==> config.mk <==
export PLATFORM = sky130hd
export DESIGN_NAME = pc_sequencer
export DESIGN_NICKNAME = d
export VERILOG_FILES = /design/src/rtl/pc_sequencer.sv
export SDC_FILE = /design/constraint.sdc
export NUM_CORES = 1
export LEC_CHECK = 0
export ABC_AREA = 1
export BUFFER_PORTS_ARGS = -buffer_cell sky130_fd_sc_hd__clkbuf_2
export CAP_MARGIN = 5
export CORE_AREA = 4 4 118 148
export DETAILED_ROUTE_END_ITERATION = 8
export DIE_AREA = 0 0 122 152
export PLACE_DENSITY = 0.72
export SYNTH_ARGS = -nofsm -noshare
export SYNTH_HDL_FRONTEND = slang
export SYNTH_SLANG_ARGS = --single-unit
export TNS_END_PERCENT = 50
==> constraint.sdc <==
create_clock -name clk -period 4 [get_ports clk]
set_input_delay 0.4 -clock clk [delete_from_list [all_inputs] [get_ports clk]]
set_output_delay 0.4 -clock clk [all_outputs]
set_load 0.01 [all_outputs]
==> src/rtl/pc_sequencer.sv <==
// ---------------------------------------------------------------------------
// pc_sequencer
//   Program-counter register and next-PC selection. Chooses between the
//   exception vector, JR/JALR target, J/JAL target, conditional branch target
//   and the sequential PC+4. A redirect that arrives while fetch is stalled is
//   parked in a one-entry buffer and applied on the first unstalled edge.
//
// Ports
//   clk               rising-edge clock
//   rst               asynchronous reset, active high
//   stall             hold PC this cycle (exceptions still redirect)
//   branch_taken      conditional branch resolved taken
//   branch_base       PC+4 of the branch instruction
//   branch_offset     word-aligned, sign-extended branch offset
//   jump              J/JAL redirect
//   jump_index        26-bit instr_index field
//   jr                register-indirect redirect
//   jr_target         register value for JR/JALR
//   exception         exception redirect request
//   pc                current fetch address (registered)
//   pc_plus4          pc + 4 (combinational from pc only)
//   redirect_pending  a buffered redirect is waiting (registered)
//   misaligned        one-cycle pulse: selected JR target had nonzero [1:0]
// ---------------------------------------------------------------------------
module pc_sequencer #(
  parameter logic [31:0] RESET_PC   = 32'h0000_0000,
  parameter logic [31:0] EXC_VECTOR = 32'h0000_0080
) (
  input  logic        clk,
  input  logic        rst,
  input  logic        stall,
  input  logic        branch_taken,
  input  logic [31:0] branch_base,
  input  logic [31:0] branch_offset,
  input  logic        jump,
  input  logic [25:0] jump_index,
  input  logic        jr,
  input  logic [31:0] jr_target,
  input  logic        exception,
  output logic [31:0] pc,
  output logic [31:0] pc_plus4,
  output logic        redirect_pending,
  output logic        misaligned
);

  logic [31:0] pc_r;
  logic        pend_valid_r;
  logic [31:0] pend_tgt_r;
  logic        misaligned_r;

  logic        redirect_s;
  logic [31:0] new_tgt_s;
  logic        misalign_s;
  logic [31:0] pc_nxt_s;
  logic        pend_valid_nxt_s;
  logic [31:0] pend_tgt_nxt_s;

  // Target selection in priority order: exception > jr > jump > branch.
  always_comb begin
    redirect_s = exception | jr | jump | branch_taken;
    new_tgt_s  = 32'h0000_0000;
    misalign_s = 1'b0;
    if (exception) begin
      new_tgt_s = EXC_VECTOR;
    end else if (jr) begin
      // Low bits are dropped from the target but still reported.
      new_tgt_s  = {jr_target[31:2], 2'b00};
      misalign_s = (jr_target[1:0] != 2'b00);
    end else if (jump) begin
      new_tgt_s = {branch_base[31:28], jump_index, 2'b00};
    end else if (branch_taken) begin
      new_tgt_s = branch_base + branch_offset;
    end else begin
      new_tgt_s = 32'h0000_0000;
    end
  end

  // Next PC and pending-buffer update; exceptions bypass the stall.
  always_comb begin
    pc_nxt_s         = pc_r;
    pend_valid_nxt_s = pend_valid_r;
    pend_tgt_nxt_s   = pend_tgt_r;
    if (exception) begin
      pc_nxt_s         = EXC_VECTOR;
      pend_valid_nxt_s = 1'b0;
    end else if (redirect_s) begin
      if (stall) begin
        // Newest redirect overwrites any older buffered one.
        pend_valid_nxt_s = 1'b1;
        pend_tgt_nxt_s   = new_tgt_s;
      end else begin
        // A live redirect overrides a buffered one.
        pc_nxt_s         = new_tgt_s;
        pend_valid_nxt_s = 1'b0;
      end
    end else if (stall) begin
      pc_nxt_s = pc_r;
    end else if (pend_valid_r) begin
      pc_nxt_s         = pend_tgt_r;
      pend_valid_nxt_s = 1'b0;
    end else begin
      pc_nxt_s = pc_r + 32'd4;
    end
  end

  // State registers for PC, pending buffer and misaligned pulse.
  always_ff @(posedge clk or posedge rst) begin
    if (rst) begin
      pc_r         <= RESET_PC;
      pend_valid_r <= 1'b0;
      pend_tgt_r   <= 32'h0000_0000;
      misaligned_r <= 1'b0;
    end else begin
      pc_r         <= pc_nxt_s;
      pend_valid_r <= pend_valid_nxt_s;
      pend_tgt_r   <= pend_tgt_nxt_s;
      misaligned_r <= misalign_s;
    end
  end

  assign pc               = pc_r;
  assign pc_plus4         = pc_r + 32'd4;
  assign redirect_pending = pend_valid_r;
  assign misaligned       = misaligned_r;

endmodule

==> results.sh, run 1 <==
export IMPL_synth_area_mm2=0.00694
export IMPL_comb_power_share_pct=30.6
export IMPL_ant_nets=0
export IMPL_die_area_mm2=0.0185
export IMPL_worstHoldPathType="input pin to async pin"
export IMPL_grt_setup_unrepaired="false"
export IMPL_arrival_ns=2.26
export IMPL_cts_buffer_depth=2
export IMPL_fmax_mhz=376
export IMPL_tightest_slew_ns=0.921
export IMPL_cts_made_buffers=9
export IMPL_cts_setup_buffers=0
export IMPL_gp_congestion=0.899
export IMPL_rows=52
export IMPL_synth_flop_cell="dfrtp_1"
export IMPL_power_frac_seq_pct=33.7
export IMPL_cp_max_fo=5
export IMPL_path_class="flip-flop to primary output"
export IMPL_final_setup_viol_count=0
export IMPL_critical_path_max_stage_delay_ns=0.44
export IMPL_p_leak_nw=4.97
export IMPL_start_util_pct=43.2
export IMPL_portBuffers=194
export IMPL_netlist_instances=1203
export IMPL_ys_types=45
export IMPL_place_area_mm2=0.00807
export IMPL_p_sw_w=0.000844
export IMPL_p_int_w=0.00156
export IMPL_hpwlAfterDp_um=19300
export IMPL_htreeDepth=3
export IMPL_clock_latency_ns=0.34
export IMPL_overflow=0
export IMPL_die_y_um=152
export IMPL_synthArstFlopShare_pct=100
export IMPL_drtIter0Drc=576
export IMPL_viasPerCell=4.94
export IMPL_layout_drive_gt1_share_pct=19.0
export IMPL_path_delay_family="simple AND/OR/NAND/NOR gates"
export IMPL_ir_drop_mv=0.223
export IMPL_max_cap_viol_count=0
export IMPL_seq_area_frac_synth_pct=23.8
export IMPL_path_clk_slew_ns=0.06
export IMPL_slew_limit_headroom_pct=38.5
export IMPL_finalHoldViolations=0
export IMPL_grt_first_pass_wirelength_um=38400
export IMPL_clock_root_buffer="clkbuf_16"
export IMPL_grt_max_degree=51
export IMPL_status="complete, no violations"
export IMPL_fin_tns_setup_ns=0
export IMPL_layout_nets=1544
export IMPL_period_minus_slack_ns=2.66
export IMPL_wl_per_cell_um=14.7
export IMPL_fin_area_mm2=0.00839
export IMPL_slowest_stage="dfrtp_1"
export IMPL_core_mm2=0.0161
export IMPL_dieWidth_um=122
export IMPL_grt_pass1_vias=7631
export IMPL_ctsResizeCount=0
export IMPL_antenna_found_initial=0
export IMPL_synth_edf_count=0
export IMPL_maxSlewViolCount=0
export IMPL_crit_chain="ha_1 > nand2_1 > nor2_4 > nand3_4 > nor3_1 > nand2_1 > and2_1 > clkbuf_2"
export IMPL_switching_share_pct=35.1
export IMPL_fillers=1731
export IMPL_required_ns=3.60
export IMPL_drcViolationCount=0
export IMPL_cp_num_buf_inv=1
export IMPL_powerDensity_mw_per_mm2=287
export IMPL_path_common_cell="nand2_1"
export IMPL_ys_ff_latch=66
export IMPL_cp_start_kind="flip-flop"
export IMPL_endpoint_kind="primary output"
export IMPL_period_share_pct=66.6
export IMPL_diodes=0
export IMPL_areaGrowthSynthToFinish_pct=21.0
export IMPL_num_vias=7926
export IMPL_drtPass1Iterations=5
export IMPL_timing_hold_ws_ns=0.256
export IMPL_clock_sinks=66
export IMPL_finClkSkew_ns=0.00709
export IMPL_avgSynthCellArea_um2=5.77
export IMPL_io_pins=195
export IMPL_yosys_warnings=0
export IMPL_grtUsageTotal_pct=25.6
export IMPL_syn_num_nets=1365
export IMPL_cts_tree="done"
export IMPL_ctsHoldBuffers=0
export IMPL_wirelength_um=23500
export IMPL_p_clk_share_pct=35.7
cell usage in the layout (no fill, tap or decap), types with 5 or more instances in the layout:
cell,count
clkbuf_16,9
nand3b_1,5
inv_1,189
dfrtp_1,66
nand3_1,79
buf_4,6
and2_1,7
clkbuf_2,194
xor2_1,12
nor2_4,6
nand4_1,8
inv_2,8
a21oi_1,55
a21o_1,5
nor2_1,56
nand2_1,497
nor3_1,15
ha_1,32
or2_2,17
a22oi_1,5
o21ai_0,72
per-layer routing:
layer	up-vias	track usage (%)	wire length, um
met5	-	0	0
met1	3526	32.8	9950
met4	0	9.82	810
li1	4105	-	-
met2	248	43.9	11600
met3	47	2.45	1210
logic make-up (layout without fill, tap and decap cells):
group,after synthesis,after routing,share of synthesized area (%)
fa+ha+maj,33,33,6.06
xor+xnor,14,14,1.77
flops,66,66,23.8
buf+inv,230,414,12.9
compound gates,149,149,11.5
simple gates,709,709,43.6
mux,2,2,0.325
synthesized netlist by cell type (2+ instances only):
cell	n	area [um^2]
nor3_1	15	75.1
nor2_4	6	67.6
buf_6	2	22.5
a21oi_1	55	275
nand2_1	497	1870
nand4_1	8	50.1
nor2_1	56	210
clkbuf_1	18	67.6
nand3b_1	5	37.5
o21ai_0	72	360
xor2_1	12	105
a21o_1	5	37.5
inv_1	190	713
buf_4	2	15.0
and2_1	7	43.8
buf_2	10	50.1
o21bai_1	3	22.5
ha_1	32	400
or2_2	17	106
xnor2_1	2	17.5
mux2_2	2	22.5
o211ai_1	3	22.5
nand2_2	3	18.8
inv_2	7	26.3
a22oi_1	5	37.5
nor2_2	3	18.8
dfrtp_1	66	1650
o21ai_1	2	10.0
nand3_1	79	395
nor3_2	2	20.0
or2_1	3	18.8
path summary, 6_finish.rpt:
| kind | startpoint | to | slack [ns] | cells after the start |
|---|---|---|---|---|
| worst max-delay path | pc[2]$_DFFE_PP0P_ | pc_plus4[26] | 1.34 | 8 |
| worst min-delay path | rst | pend_tgt_r[26]$_DFFE_PP0P_ | 0.26 | 2 |
| worst max register to register | pc[2]$_DFFE_PP0P_ | pc[26]$_DFFE_PP0P_ | 1.90 | 12 |
| worst min register to register | pend_tgt_r[30]$_DFFE_PP0P_ | pend_tgt_r[30]$_DFFE_PP0P_ | 0.49 | 2 |
| max in group asynchronous | rst | pend_tgt_r[4]$_DFFE_PP0P_ | 2.84 | 3 |
| min in group clk | exception | misaligned$_DFF_PP0_ | 0.33 | 2 |
power groups by stage:
stage / Sequential, W / Clock, W / Combinational (W)
3_3_place_gp: 0.000818 / 0 / 0.000727
5_1_grt: 0.000822 / 0.000898 / 0.000844
4_1_cts: 0.000809 / 0.000865 / 0.000737
3_5_place_dp: 0.000820 / 0 / 0.000732
2_1_floorplan: 0.000813 / 0 / 0.000472
6_report: 0.000811 / 0.000859 / 0.000737
sequential cells by signal (all words and copies together), names as in the netlist:
| register | flops |
|---|---|
| redirect_pending | 1 |
| pc | 32 |
| pend_tgt_r | 32 |
| misaligned | 1 |
final cells by class:
class | instances | area (um^2) | area share [%]
Multi-Input combinational cell | 907 | 4390 | 52.3
Clock inverter | 7 | 100 | 1.19
Tap cell | 216 | 270 | 3.22
Timing Repair Buffer | 200 | 1020 | 12.1
Sequential cell | 66 | 1650 | 19.7
Inverter | 198 | 743 | 8.85
Clock buffer | 9 | 225 | 2.68
through the flow:
step / instances / utilization, % / worst slack, ns / power (W)
2_1_floorplan: 1203 / - / 1.93 / 0.00128
3_3_place_gp: 1587 / 50.2 / 1.41 / 0.00154
3_5_place_dp: 1587 / 50.2 / 1.31 / 0.00155
4_1_cts: 1603 / 52.2 / 1.34 / 0.00241
5_1_grt: 1603 / 52.2 / 1.24 / 0.00256
6_report: 1603 / 52.2 / 1.34 / 0.00241
Note: power is estimated with default switching activity, not from simulation.
==> run 2, diff against run 1 <==
==> config.mk (replaced) <==
export PLATFORM = sky130hd
export DESIGN_NAME = pc_sequencer
export DESIGN_NICKNAME = d
export VERILOG_FILES = /design/src/rtl/pc_sequencer.sv
export SDC_FILE = /design/constraint.sdc
export NUM_CORES = 1
export LEC_CHECK = 0
export ABC_AREA = 0
export BUFFER_PORTS_ARGS = -buffer_cell sky130_fd_sc_hd__clkbuf_2
export CAP_MARGIN = 5
export CORE_AREA = 4 4 108 136
export DETAILED_ROUTE_END_ITERATION = 8
export DIE_AREA = 0 0 112 140
export PLACE_DENSITY = 0.77
export SYNTH_ARGS = -nofsm -noshare
export SYNTH_HDL_FRONTEND = slang
export SYNTH_SLANG_ARGS = --single-unit
export TNS_END_PERCENT = 50
==> constraint.sdc (replaced) <==
create_clock -name clk -period 2.3 [get_ports clk]
set_input_delay 0.23 -clock clk [delete_from_list [all_inputs] [get_ports clk]]
set_output_delay 0.23 -clock clk [all_outputs]
set_load 0.01 [all_outputs]
==> results.sh, run 2 <==
export IMPL_drtIter0Drc=394
export IMPL_synth_flop_cell="dfrtp_1"
export IMPL_yosys_warnings=0
export IMPL_r2r_cells=12
export IMPL_maxSlewViolCount=0
export IMPL_hold_depth=3
export IMPL_total_power_w=0.00445
export IMPL_fin_area_mm2=0.00911
export IMPL_synth_area_mm2=0.00579
export IMPL_fillers=1041
export IMPL_portBuffers=194
export IMPL_die_y_um=140
export IMPL_tightest_slew_ns=0.628
export IMPL_ys_top_cells_by_count="dfrtp_1, nand2_1, a21oi_1"
export IMPL_grt_pass1_vias=6649
export IMPL_fmax_mhz=393
export IMPL_fin_ws_ns=-0.246
export IMPL_die_area_mm2=0.0157
export IMPL_synth_edf_count=0
export IMPL_cp_max_fo=4
export IMPL_gp_congestion=0.947
export IMPL_areaGrowthSynthToFinish_pct=57.2
export IMPL_ys_ff_latch=66
export IMPL_finalNonFillerCells=1180
export IMPL_io_pins=195
export IMPL_core_mm2=0.0135
export IMPL_cts_tree="done"
export IMPL_p_leak_nw=4.26
export IMPL_max_cap_viol_count=0
export IMPL_cp_start_kind="flip-flop"
export IMPL_r2r_start="pc[2]$_DFFE_PP0P_"
export IMPL_grt_first_pass_wirelength_um=32600
export IMPL_hpwlAfterDp_um=16100
export IMPL_place_area_mm2=0.00792
export IMPL_drtPass1Iterations=5
export IMPL_powerDensity_mw_per_mm2=488
export IMPL_slew_limit_headroom_pct=57.7
export IMPL_start_util_pct=42.9
export IMPL_path_class="flip-flop to primary output"
export IMPL_violations="setup timing"
export IMPL_arrival_ns=2.32
export IMPL_synthArstFlopShare_pct=100
export IMPL_dieWidth_um=112
export IMPL_grt_max_degree=55
export IMPL_synth_top_area_cell="dfrtp_1"
export IMPL_wl_per_cell_um=17.8
export IMPL_fin_tns_setup_ns=-2.91
export IMPL_endpoint_kind="primary output"
export IMPL_grt_setup_unrepaired="true"
export IMPL_ir_drop_mv=0.395
export IMPL_seq_area_frac_synth_pct=28.5
export IMPL_layout_drive_gt1_share_pct=49.4
export IMPL_ys_types=75
export IMPL_holdPathEnd="misaligned$_DFF_PP0_"
export IMPL_reg2reg_to="pc[22]$_DFFE_PP0P_"
export IMPL_final_setup_viol_count=30
export IMPL_ant_nets=0
export IMPL_worst_hold_startpoint="jr_target[0]"
export IMPL_syn_num_nets=851
export IMPL_layout_nets=1162
export IMPL_num_vias=6767
export IMPL_finalHoldViolations=0
export IMPL_netlist_area_leader_share_pct=28.5
export IMPL_path_delay_family="simple AND/OR/NAND/NOR gates"
export IMPL_overflow=0
export IMPL_clock_sinks=66
export IMPL_finClkSkew_ns=0.00457
export IMPL_clock_latency_ns=0.33
export IMPL_wirelength_um=21000
export IMPL_critical_path_max_stage_delay_ns=0.40
export IMPL_period_minus_slack_ns=2.55
export IMPL_layout_commonest_cell="clkbuf_2"
export IMPL_drcViolationCount=0
export IMPL_diodes=0
export IMPL_netlist_instances=689
export IMPL_period_share_pct=111
export IMPL_cp_num_buf_inv=3
export IMPL_reg2reg_setup_slack_ns=-0.18
export IMPL_slowest_stage="dfrtp_2"
export IMPL_htreeDepth=3
export IMPL_grtUsageTotal_pct=25.2
export IMPL_cts_made_buffers=9
export IMPL_dp_cells=1135
export IMPL_crit_chain="buf_6 > ha_4 > and3_4 > and3_4 > and4_4 > nand3_4 > or2_4 > buf_6 > xnor2_2 > buf_2"
export IMPL_viasPerCell=5.73
export IMPL_ys_top_cells_by_area="dfrtp_1, ha_1, xnor2_1, a21oi_1, mux2_2"
export IMPL_cts_buffer_depth=2
export IMPL_final_cell_mix="clkbuf_2, buf_4, dfrtp_1, nand2_1, a21oi_1"
export IMPL_required_ns=2.07
export IMPL_avgSynthCellArea_um2=8.41
export IMPL_status="finished with violations"
export IMPL_worstHoldPathType="input pin to flip-flop"
export IMPL_rows=48
export IMPL_antenna_found_initial=0
export IMPL_clock_root_buffer="clkbuf_16"
export IMPL_path_clk_slew_ns=0.05
==> run 2: changes by cell type after synthesis, sizes merged, moves of 10 or more <==
cell    change
nor2       -18
o21ai      -20
mux2       +22
nand2     -435
buf        -10
and3       +10
clkbuf     +18
xnor2      +39
a221oi     +17
or2        -19
nand2b     +12
nand3      -66
a311oi     +10
inv       -170
==> run 2: kinds of logic after synthesis <==
group | after synthesis | share of synthesized area [%]
AO/OA/AOI/OAI | 228 | 27.9
AND/OR/NAND/NOR | 209 | 17.7
buffers and inverters | 67 | 4.47
flip-flops | 66 | 28.5
XOR/XNOR | 54 | 8.16
adder cells (fa/ha/maj) | 33 | 7.26
multiplexers | 32 | 6.05
==> run 2: worst max-delay path by stage <==
stage,to,cells past startpoint,startpoint
floorplan,pend_tgt_r[28]$_DFFE_PP0P_,11,branch_base[0]
global placement,pc[27]$_DFFE_PP0P_,11,branch_offset[4]
detailed placement,pend_tgt_r[24]$_DFFE_PP0P_,13,branch_base[0]
CTS,pc_plus4[23],9,pc[2]$_DFFE_PP0P_
global route,pc_plus4[22],10,pc[2]$_DFFE_PP0P_
finish,pc_plus4[22],10,pc[2]$_DFFE_PP0P_
==> run 2: stage by stage <==
step	setup slack [ns]	hold slack (ns)	util [%]
after detailed placement	-0.448	0.309	58.6
after global routing	-0.341	0.190	67.4
after floorplan	-0.0677	0.387	-
after global placement	-0.395	0.308	58.6
final	-0.246	0.185	67.4
after CTS	-0.194	0.159	63.9
==> run 2: timing repair <==
action	CTS	global route
hold buffers	1	0
pin swaps	29	48
resized for setup	55	86
setup endpoints to repair	34	53
buffers inserted	16	15
hold endpoints to repair	25	0
==> run 2: report_power, final <==
| group | internal (W) | switching [W] |
|---|---|---|
| Clock | 0.000814 | 0.000470 |
| Combinational | 0.000867 | 0.000904 |
| Sequential | 0.00130 | 0.0000955 |
| Total | 0.00298 | 0.00147 |
==> run 2: layout make-up <==
type	count	area, um^2	share of cell area, %
clock buffer	14	274	3.01
clock inverter	2	10.0	0.110
inverter	27	101	1.11
multi-input combinational	556	4660	51.1
sequential	66	1650	18.1
tap	175	219	2.40
timing repair buffer	340	2200	24.1
==> run 2: worst register-to-register path: stages (launching register included) <==
cell     delay (ns)
dfrtp_2        0.40
buf_6          0.11
ha_4           0.11
and3_4         0.17
and3_4         0.18
and4_4         0.26
nand3_4        0.10
or2_4          0.29
buf_4          0.15
nor3_4         0.12
a21oi_2        0.04
o21a_1         0.19
o32ai_2        0.25
==> run 2: routing by layer <==
metal  routed length (um)  share of wire [%]  track usage (%)
met5                    0                  0                0
met4                  593                2.8             9.11
met3                 1550                7.4             4.49
met1                 8460                 40             31.6
met2                10300                 49             43.6
==> run 3, diff against run 2 <==
==> config.mk (replaced) <==
export PLATFORM = sky130hd
export DESIGN_NAME = pc_sequencer
export DESIGN_NICKNAME = d
export VERILOG_FILES = /design/src/rtl/pc_sequencer.sv
export SDC_FILE = /design/constraint.sdc
export NUM_CORES = 1
export LEC_CHECK = 0
export ABC_AREA = 1
export BUFFER_PORTS_ARGS = -buffer_cell sky130_fd_sc_hd__clkbuf_2
export CAP_MARGIN = 5
export CORE_AREA = 4 4 118 148
export DETAILED_ROUTE_END_ITERATION = 8
export DIE_AREA = 0 0 122 152
export PLACE_DENSITY = 0.75
export SLEW_MARGIN = 30
export SYNTH_ARGS = -nofsm -noshare
export SYNTH_HDL_FRONTEND = slang
export SYNTH_SLANG_ARGS = --single-unit
export TNS_END_PERCENT = 50
==> results.sh, run 3 (same netlist as run 1, synthesis figures left out) <==
export IMPL_viasPerCell=4.97
export IMPL_path_clk_slew_ns=0.06
export IMPL_path_class="flip-flop to primary output"
export IMPL_p_sw_w=0.00143
export IMPL_grt_max_degree=67
export IMPL_antenna_found_initial=0
export IMPL_tightest_slew_ns=0.469
export IMPL_power_frac_seq_pct=34.6
export IMPL_ir_drop_mv=0.461
export IMPL_max_cap_viol_count=0
export IMPL_layout_drive_gt1_share_pct=22.3
export IMPL_clock_root_buffer="clkbuf_16"
export IMPL_dp_slack_ns=-0.0113
export IMPL_hold_depth=2
export IMPL_cts_buffer_depth=2
export IMPL_io_pins=195
export IMPL_cts_made_buffers=9
export IMPL_finalHoldViolations=0
export IMPL_switching_share_pct=35.2
export IMPL_slew_limit_headroom_pct=68.4
export IMPL_cp_max_fo=5
export IMPL_worstHoldPathType="input pin to flip-flop"
export IMPL_endpoint_kind="primary output"
export IMPL_required_ns=2.07
export IMPL_grt_first_pass_wirelength_um=38000
export IMPL_cp_start_kind="flip-flop"
export IMPL_start_util_pct=43.2
export IMPL_p_leak_nw=5.13
export IMPL_layout_nets=1575
export IMPL_grt_pass1_vias=7932
export IMPL_dp_cells=1607
export IMPL_fmax_mhz=445
export IMPL_fin_ws_ns=0.0553
export IMPL_fillers=1749
export IMPL_layout_commonest_cell="nand2_1"
export IMPL_arrival_ns=2.01
export IMPL_multi_input_area_mm2=0.00445
export IMPL_wirelength_um=23500
export IMPL_clock_latency_ns=0.33
export IMPL_die_area_mm2=0.0185
export IMPL_clock_sinks=66
export IMPL_diodes=0
export IMPL_drcViolationCount=0
export IMPL_place_area_mm2=0.00826
export IMPL_fin_tns_setup_ns=0
export IMPL_r2r_cells=12
export IMPL_comb_power_share_pct=32.9
export IMPL_period_minus_slack_ns=2.24
export IMPL_p_clk_share_pct=32.6
export IMPL_finalNonFillerCells=1634
export IMPL_areaGrowthSynthToFinish_pct=25.5
export IMPL_portBuffers=194
export IMPL_rows=52
export IMPL_status="complete, no violations"
export IMPL_dieWidth_um=122
export IMPL_wl_per_cell_um=14.4
export IMPL_ant_nets=0
export IMPL_drtPass1Iterations=6
export IMPL_finClkSkew_ns=0.00536
export IMPL_final_cell_mix="nand2_1, clkbuf_2, inv_1, nand3_1, o21ai_0"
export IMPL_grt_setup_unrepaired="true"
export IMPL_total_power_w=0.00407
export IMPL_htreeDepth=3
export IMPL_fin_area_mm2=0.00871
export IMPL_core_mm2=0.0161
export IMPL_hpwlAfterDp_um=19100
export IMPL_num_vias=8118
export IMPL_period_share_pct=97.6
export IMPL_maxSlewViolCount=0
export IMPL_cts_tree="done"
export IMPL_die_y_um=152
export IMPL_gp_congestion=0.898
export IMPL_regArea_mm2=0.00166
export IMPL_powerDensity_mw_per_mm2=467
export IMPL_p_int_w=0.00263
export IMPL_overflow=0
export IMPL_final_setup_viol_count=0
export IMPL_grtUsageTotal_pct=25.3
export IMPL_drtIter0Drc=472
## run 3: layout make-up
class / instances / area share (%)
Clock buffer: 10 / 2.63
Clock inverter: 6 / 0.661
Timing Repair Buffer: 231 / 14.8
Tap cell: 216 / 3.10
Sequential cell: 66 / 19.1
Multi-Input combinational cell: 907 / 51.1
Inverter: 198 / 8.54
## run 3: path summary, 6_finish.rpt
check	startpoint	endpoint	slack (ns)
hold / removal	exception	misaligned$_DFF_PP0_	0.16
min in group asynchronous	rst	pc[28]$_DFFE_PP0P_	0.50
hold reg to reg	pend_tgt_r[1]$_DFFE_PP0P_	pend_tgt_r[1]$_DFFE_PP0P_	0.48
setup reg to reg	pc[3]$_DFFE_PP0P_	pc[17]$_DFFE_PP0P_	0.36
setup / recovery	pc[3]$_DFFE_PP0P_	pc_plus4[17]	0.06
max in group asynchronous	rst	pc[10]$_DFFE_PP0P_	1.46
## run 3: repair_timing
item / 4_1_cts / 5_1_grt
hold endpoints to repair: 66 / 0
setup endpoints to repair: 5 / 12
pin swaps: 4 / 6
resized for setup: 4 / 23
setup buffers: 7 / 3
hold buffers: 1 / 0
## run 3: worst max-delay path, stage by stage (launching register included)
cell and delay [ns]:
dfrtp_1 0.39, buf_4 0.16, nand3_2 0.13, nor2_2 0.13, nand2_2 0.14, nor2_4 0.21, nand2_1 0.09, xor2_1 0.25
clkbuf_2 0.19
## run 3: power by group through the flow
stage / Combinational [W] / Sequential [W] / Clock [W]
floorplan: 0.000821 / 0.00141 / 0
global placement: 0.00130 / 0.00141 / 0
detailed placement: 0.00131 / 0.00142 / 0
CTS: 0.00133 / 0.00140 / 0.00134
global route: 0.00153 / 0.00142 / 0.00140
finish: 0.00134 / 0.00141 / 0.00132
## run 3: metal layers
metal / global-route usage (%) / share of wire [%] / vias to the layer above
li1: - / - / 4151
met4: 9.72 / 3.6 / 0
met2: 44.0 / 50 / 279
met1: 31.4 / 41 / 3636
met5: 0 / 0 / -
met3: 3.35 / 5.6 / 52
## run 3: metrics by stage
step	util (%)	hold slack (ns)
after floorplan	-	0.301
after global placement	51.4	0.319
after detailed placement	51.4	0.320
after CTS	53.6	0.154
after global routing	54.2	0.170
final	54.2	0.160
